`src/rtl/fifo_mem_arbiter.sv`:
```
// Round-robin write-port arbiter and pointer/count controller for a dual-port FIFO memory.
// Memory reads are registered by the macro; rd_valid marks the cycle mem_rdata is meaningful.
module fifo_mem_arbiter #(
  parameter int WIDTH = 8,
  parameter int DEPTH = 16,
  parameter int NREQ  = 4
) (
  input  logic                       CLK,
  input  logic                       RST,
  input  logic                       flush,
  input  logic [NREQ-1:0]            req,
  input  logic [NREQ*WIDTH-1:0]      req_data,
  output logic [NREQ-1:0]            gnt,
  input  logic                       rd_req,
  output logic                       rd_valid,
  output logic [WIDTH-1:0]           rd_data,
  output logic                       mem_wclk_en,
  output logic [$clog2(DEPTH)-1:0]   mem_waddr,
  output logic [WIDTH-1:0]           mem_wdata,
  output logic                       mem_rclk_en,
  output logic [$clog2(DEPTH)-1:0]   mem_raddr,
  input  logic [WIDTH-1:0]           mem_rdata,
  output logic                       full,
  output logic                       empty,
  output logic [$clog2(DEPTH):0]     count
);

  localparam int AW = $clog2(DEPTH);
  localparam int RW = $clog2(NREQ);
  localparam int CW = AW + 1;

  logic [AW-1:0]    wptr_reg, rptr_reg;
  logic [CW-1:0]    count_reg, count_next;
  logic [RW-1:0]    rr_ptr_reg, rr_ptr_next;
  logic [RW-1:0]    win_idx;
  logic             win_found;
  logic             rd_valid_reg;
  logic             wr_ok, rd_ok;
  logic [RW:0]      cand;
  logic [WIDTH-1:0] req_word [NREQ];

  genvar gi;
  generate
    for (gi = 0; gi < NREQ; gi++) begin : g_req
      assign req_word[gi] = req_data[gi*WIDTH +: WIDTH];
      assign gnt[gi]      = wr_ok && (win_idx == RW'(gi));
    end
  endgenerate

  // Scan requesters starting at rr_ptr, wrapping modulo NREQ; first asserted wins.
  always_comb begin
    win_found = 1'b0;
    win_idx   = '0;
    cand      = '0;
    for (int k = 0; k < NREQ; k++) begin
      cand = {1'b0, rr_ptr_reg} + (RW+1)'(k);
      if (cand >= (RW+1)'(NREQ)) begin
        cand = cand - (RW+1)'(NREQ);
      end
      if (!win_found && req[cand[RW-1:0]]) begin
        win_found = 1'b1;
        win_idx   = cand[RW-1:0];
      end
    end
  end

  assign full  = (count_reg == CW'(DEPTH));
  assign empty = (count_reg == '0);
  assign count = count_reg;

  // Full blocks writes even when a read frees a slot this cycle; empty blocks reads likewise.
  assign wr_ok = win_found && !full && !flush && !RST;
  assign rd_ok = rd_req && !empty && !flush && !RST;

  assign rr_ptr_next = (win_idx == RW'(NREQ-1)) ? '0 : win_idx + RW'(1);

  assign mem_wclk_en = wr_ok;
  assign mem_waddr   = wptr_reg;
  assign mem_wdata   = req_word[win_idx];
  assign mem_rclk_en = rd_ok;
  assign mem_raddr   = rptr_reg;
  assign rd_valid    = rd_valid_reg;
  assign rd_data     = mem_rdata;

  always_comb begin
    count_next = count_reg;
    case ({wr_ok, rd_ok})
      2'b10:   count_next = count_reg + CW'(1);
      2'b01:   count_next = count_reg - CW'(1);
      default: count_next = count_reg;
    endcase
  end

  always_ff @(posedge CLK) begin
    if (RST || flush) begin
      wptr_reg     <= '0;
      rptr_reg     <= '0;
      count_reg    <= '0;
      rr_ptr_reg   <= '0;
      rd_valid_reg <= 1'b0;
    end else begin
      if (wr_ok) begin
        wptr_reg   <= wptr_reg + AW'(1);
        rr_ptr_reg <= rr_ptr_next;
      end
      if (rd_ok) begin
        rptr_reg <= rptr_reg + AW'(1);
      end
      count_reg    <= count_next;
      rd_valid_reg <= rd_ok;
    end
  end

endmodule

```
`config.mk`:
```
export PLATFORM = sky130hd
export DESIGN_NAME = fifo_mem_arbiter
export DESIGN_NICKNAME = d
export VERILOG_FILES = /design/src/rtl/fifo_mem_arbiter.sv
export SDC_FILE = /design/constraint.sdc
export NUM_CORES = 1
export LEC_CHECK = 0
export ABC_AREA = 1
export CAP_MARGIN = 5
export CORE_ASPECT_RATIO = 1.5
export CORE_MARGIN = 8
export CORE_UTILIZATION = 44
export CTS_BUF_LIST = sky130_fd_sc_hd__clkbuf_8
export CTS_CLUSTER_SIZE = 12
export DETAILED_ROUTE_END_ITERATION = 8
export GPL_TIMING_DRIVEN = 0
export PLACE_DENSITY = 0.88
export SETUP_SLACK_MARGIN = 0.4
export SYNTH_ARGS = -nofsm -noshare
export SYNTH_HDL_FRONTEND = slang
export SYNTH_SLANG_ARGS = --single-unit
```
`constraint.sdc`:
```
create_clock -name CLK -period 6.05 [get_ports CLK]
set_input_delay 0.605 -clock CLK [delete_from_list [all_inputs] [get_ports CLK]]
set_output_delay 0.605 -clock CLK [all_outputs]
set_load 0.005 [all_outputs]
```
==> metrics.csv <==
metric;value;unit
filler instances;310;
VDD IR-drop max;0.220;mV
Seq pwr share;16.5;%
DR iter-0 viols;95;
P_leak;0.00127;uW
Worst Setup End Kind;output pin;
proportion of power drawn by the clock network;13.7;%
vias in the first global route;2031;
post-CTS setup buffers;0;
mean post-synth cell area;6.00;um^2
pre-CTS setup slack;2500;ps
Reg-to-Reg End;count[4];
FF+latch count, synth;16;
slew at the pin with the worst max-slew slack;401;ps
total gr overflow;0;
routability cong.;0.893;
pins over their slew limit;0;
Distinct cells, synth;28;
setup_tns;0;ps
WP data arrival;2960;ps
# port buffers;77;
run status;complete, no violations;
pin count of the biggest net entering global routing;12;
non-filler cells in the finished layout;401;
Synth warnings;0;
placed insts;397;
nets;418;
Setup Crit Path Kind;in -> out;
CTS root buf;clkbuf_8;
Sink Count;16;
PD cells;285;mW/mm^2
worst-case reg-to-reg path depth;20;
CTS-repair resized insts;0;
DR DRC count;0;
Slowest Stage Delay on Critical Path;470;ps
Buf+Inv Stages, Crit Path;6;
initial core utilization;45.5;%
WHS Path Cells;2;
Top Ports;86;
initial antenna violation count;0;
Post-DP HPWL;4.14;mm
Comb pwr share;69.8;%
DRT Pass-1 Iters;4;
Die Width;66.2;um
fraction of layout cells with a size suffix above 1;9.50;%
family with the most delay on the worst path;buffers and inverters;
most common cell type on the critical path;inv_1;
crit share post-route;58.9;%
Clock Path Buffers;2;
full die area;0.00604;mm^2
worst hold start;mem_raddr[2];
Die Y;91.3;um
switching share of power;43.1;%
CTS Hold Bufs;0;
Worst Hold Endpoint;mem_raddr[2];
core area;0.00365;mm^2
area grow syn2layout;52.9;%
final setup fails;0;
clock network latency to the later pin of the worst-skew pair;260;ps
P_int;411;uW
Antenna Cells;0;
RSZ-0062 raised after global routing;false;
CP max FO;11;
Reg clk slew, reported paths;60;ps
Hold Crit Class;reg -> reg;
switching power;312;uW
row count;27;
worst reg2reg setup slack;3100;ps
WP data required;5440;ps
Startpoint Class;input port;
Largest register FFs;5;
drt via density;4.87;
fmax;0.281;GHz
Post-Syn Area;0.00166;mm^2
CTS tree;yes;
Relative slew margins;73.3;%
sequential fraction of the synthesis area;19.3;%
H-Tree Depth;1;
Mapped Cells;277;
R2R Path Start;rr_ptr_reg[1];
Antenna Nets Post-Route;0;
via count;1953;
Mapped Nets;336;
Worst Skew;5.70;ps
MaxCap Viol Count;0;
TritonCTS buffer count;3;
WL final;4.99;mm
All-Layer GR Usage;16.5;%
Fin. Hold Viols;0;
CP cell instances;clkdlybuf4s50_1, inv_1, nand2_1, nand3_1, nand2_1, inv_1, nand3_2, nand3_1, nand2_2, clkinv_2, ha_1, inv_1, nor2_1, clkdlybuf4s50_1;
crit path time final;3560;ps
drt wl/cell;12.4;um
worst setup margin;2490;ps
critical path's slowest cell;clkdlybuf4s50_1;
global-route wire length before repair;8.38;mm
[cell usage after synthesis]
cell type | count | area, um^2
xnor2_1 | 2 | 17.5
inv_2 | 2 | 7.51
xor2_1 | 3 | 26.3
nor4_1 | 1 | 6.26
buf_4 | 9 | 67.6
nand3_1 | 33 | 165
fa_1 | 1 | 20.0
o21ai_1 | 1 | 5.00
clkinv_1 | 1 | 3.75
nand3_2 | 3 | 30.0
a211oi_1 | 1 | 7.51
buf_2 | 2 | 10.0
nor2_4 | 1 | 11.3
nand2_1 | 76 | 285
nand2_2 | 6 | 37.5
nand2_4 | 4 | 45.0
clkbuf_1 | 1 | 3.75
nor2_1 | 20 | 75.1
nand3b_1 | 9 | 67.6
ha_1 | 10 | 125
nand4_1 | 1 | 6.26
o21ai_0 | 7 | 35.0
a21oi_1 | 10 | 50.1
buf_6 | 2 | 22.5
dfxtp_1 | 16 | 320
inv_1 | 53 | 199
a31oi_1 | 1 | 6.26
clkinv_2 | 1 | 5.00
[power groups by stage]
stage,logic [uW],clock network [uW],registers [uW]
3_3_place_gp,498,0,122
6_report,505,98.8,120
4_1_cts,507,99.0,120
2_1_floorplan,299,0,121
5_1_grt,555,104,121
3_5_place_dp,506,0,122
[logic make-up (layout without fill, tap and decap cells)]
logic type	after synthesis	after routing	synth area share, %
adder cells (fa/ha/maj)	11	11	8.73
XOR/XNOR	5	5	2.64
AND/OR/NAND/NOR	154	154	43.9
flip-flops	16	16	19.3
buffers and inverters	71	152	19.2
AO/OA/AOI/OAI	20	20	6.25
[per-layer routing]
metal	share of wire [%]	global-route usage, %
met1	40	16.6
met2	48	30.2
met3	11	4.43
met4	1.4	6.80
met5	0	0
[how the worst max path moves through the flow]
stage                     endpoint    from  slack [ps]  cells past startpoint
after floorplan           count[4]  req[3]        3350                     19
final                       gnt[3]  req[2]        2490                     14
after detailed placement    gnt[3]  req[2]        2500                     14
after global placement      gnt[3]  req[2]        2530                     14
after CTS                   gnt[3]  req[2]        2490                     14
after global routing        gnt[3]  req[2]        2310                     14
[final cells by class]
class                   count  area (um^2)  area share [%]
multi-input cells         190         1020            40.2
repair buffers             77          771            30.3
flip-flops and latches     16          320            12.6
inverters                  57          215            8.47
plain buffers              14          104            4.09
clock buffers               4         55.1            2.17
well taps                  43         53.8            2.12
[per-stage QoR]
stage                     area (um^2)  total power [uW]  utilization (%)  hold WS [ps]
after floorplan                  1660               420                -           462
after global placement           2490               620             68.1           469
after detailed placement         2490               628             68.1           475
after CTS                        2540               726             69.7           484
after global routing             2540               780             69.7           503
final                            2540               723             69.7           489
[layout by cell type, fill, tap and decap left out, types with 4 or more instances in the layout]
master / count
nand2_4: 4
nand2_2: 6
nand2_1: 76
nor2_1: 20
buf_4: 9
o21ai_0: 7
a21oi_1: 10
inv_1: 53
ha_1: 10
nand3_1: 33
clkdlybuf4s50_1: 77
clkbuf_8: 4
nand3b_1: 9
dfxtp_1: 16
[worst reg2reg max path, stage by stage, from the launching register on]
cell and delay [ps]:
dfxtp_1 460, inv_2 100, nand2_2 90, nand2_4 60, nand2_1 70, nand2_2 60, nor2_4 110, nand3b_1 100
nand2_1 100, buf_2 230, ha_1 270, inv_1 100, fa_1 420, inv_1 70, a21oi_1 50, nor2_1 120
nor2_1 50, nand2_1 50, nand3_1 100, o21ai_0 170, a21oi_1 60
(Power assumes the default switching activity.)
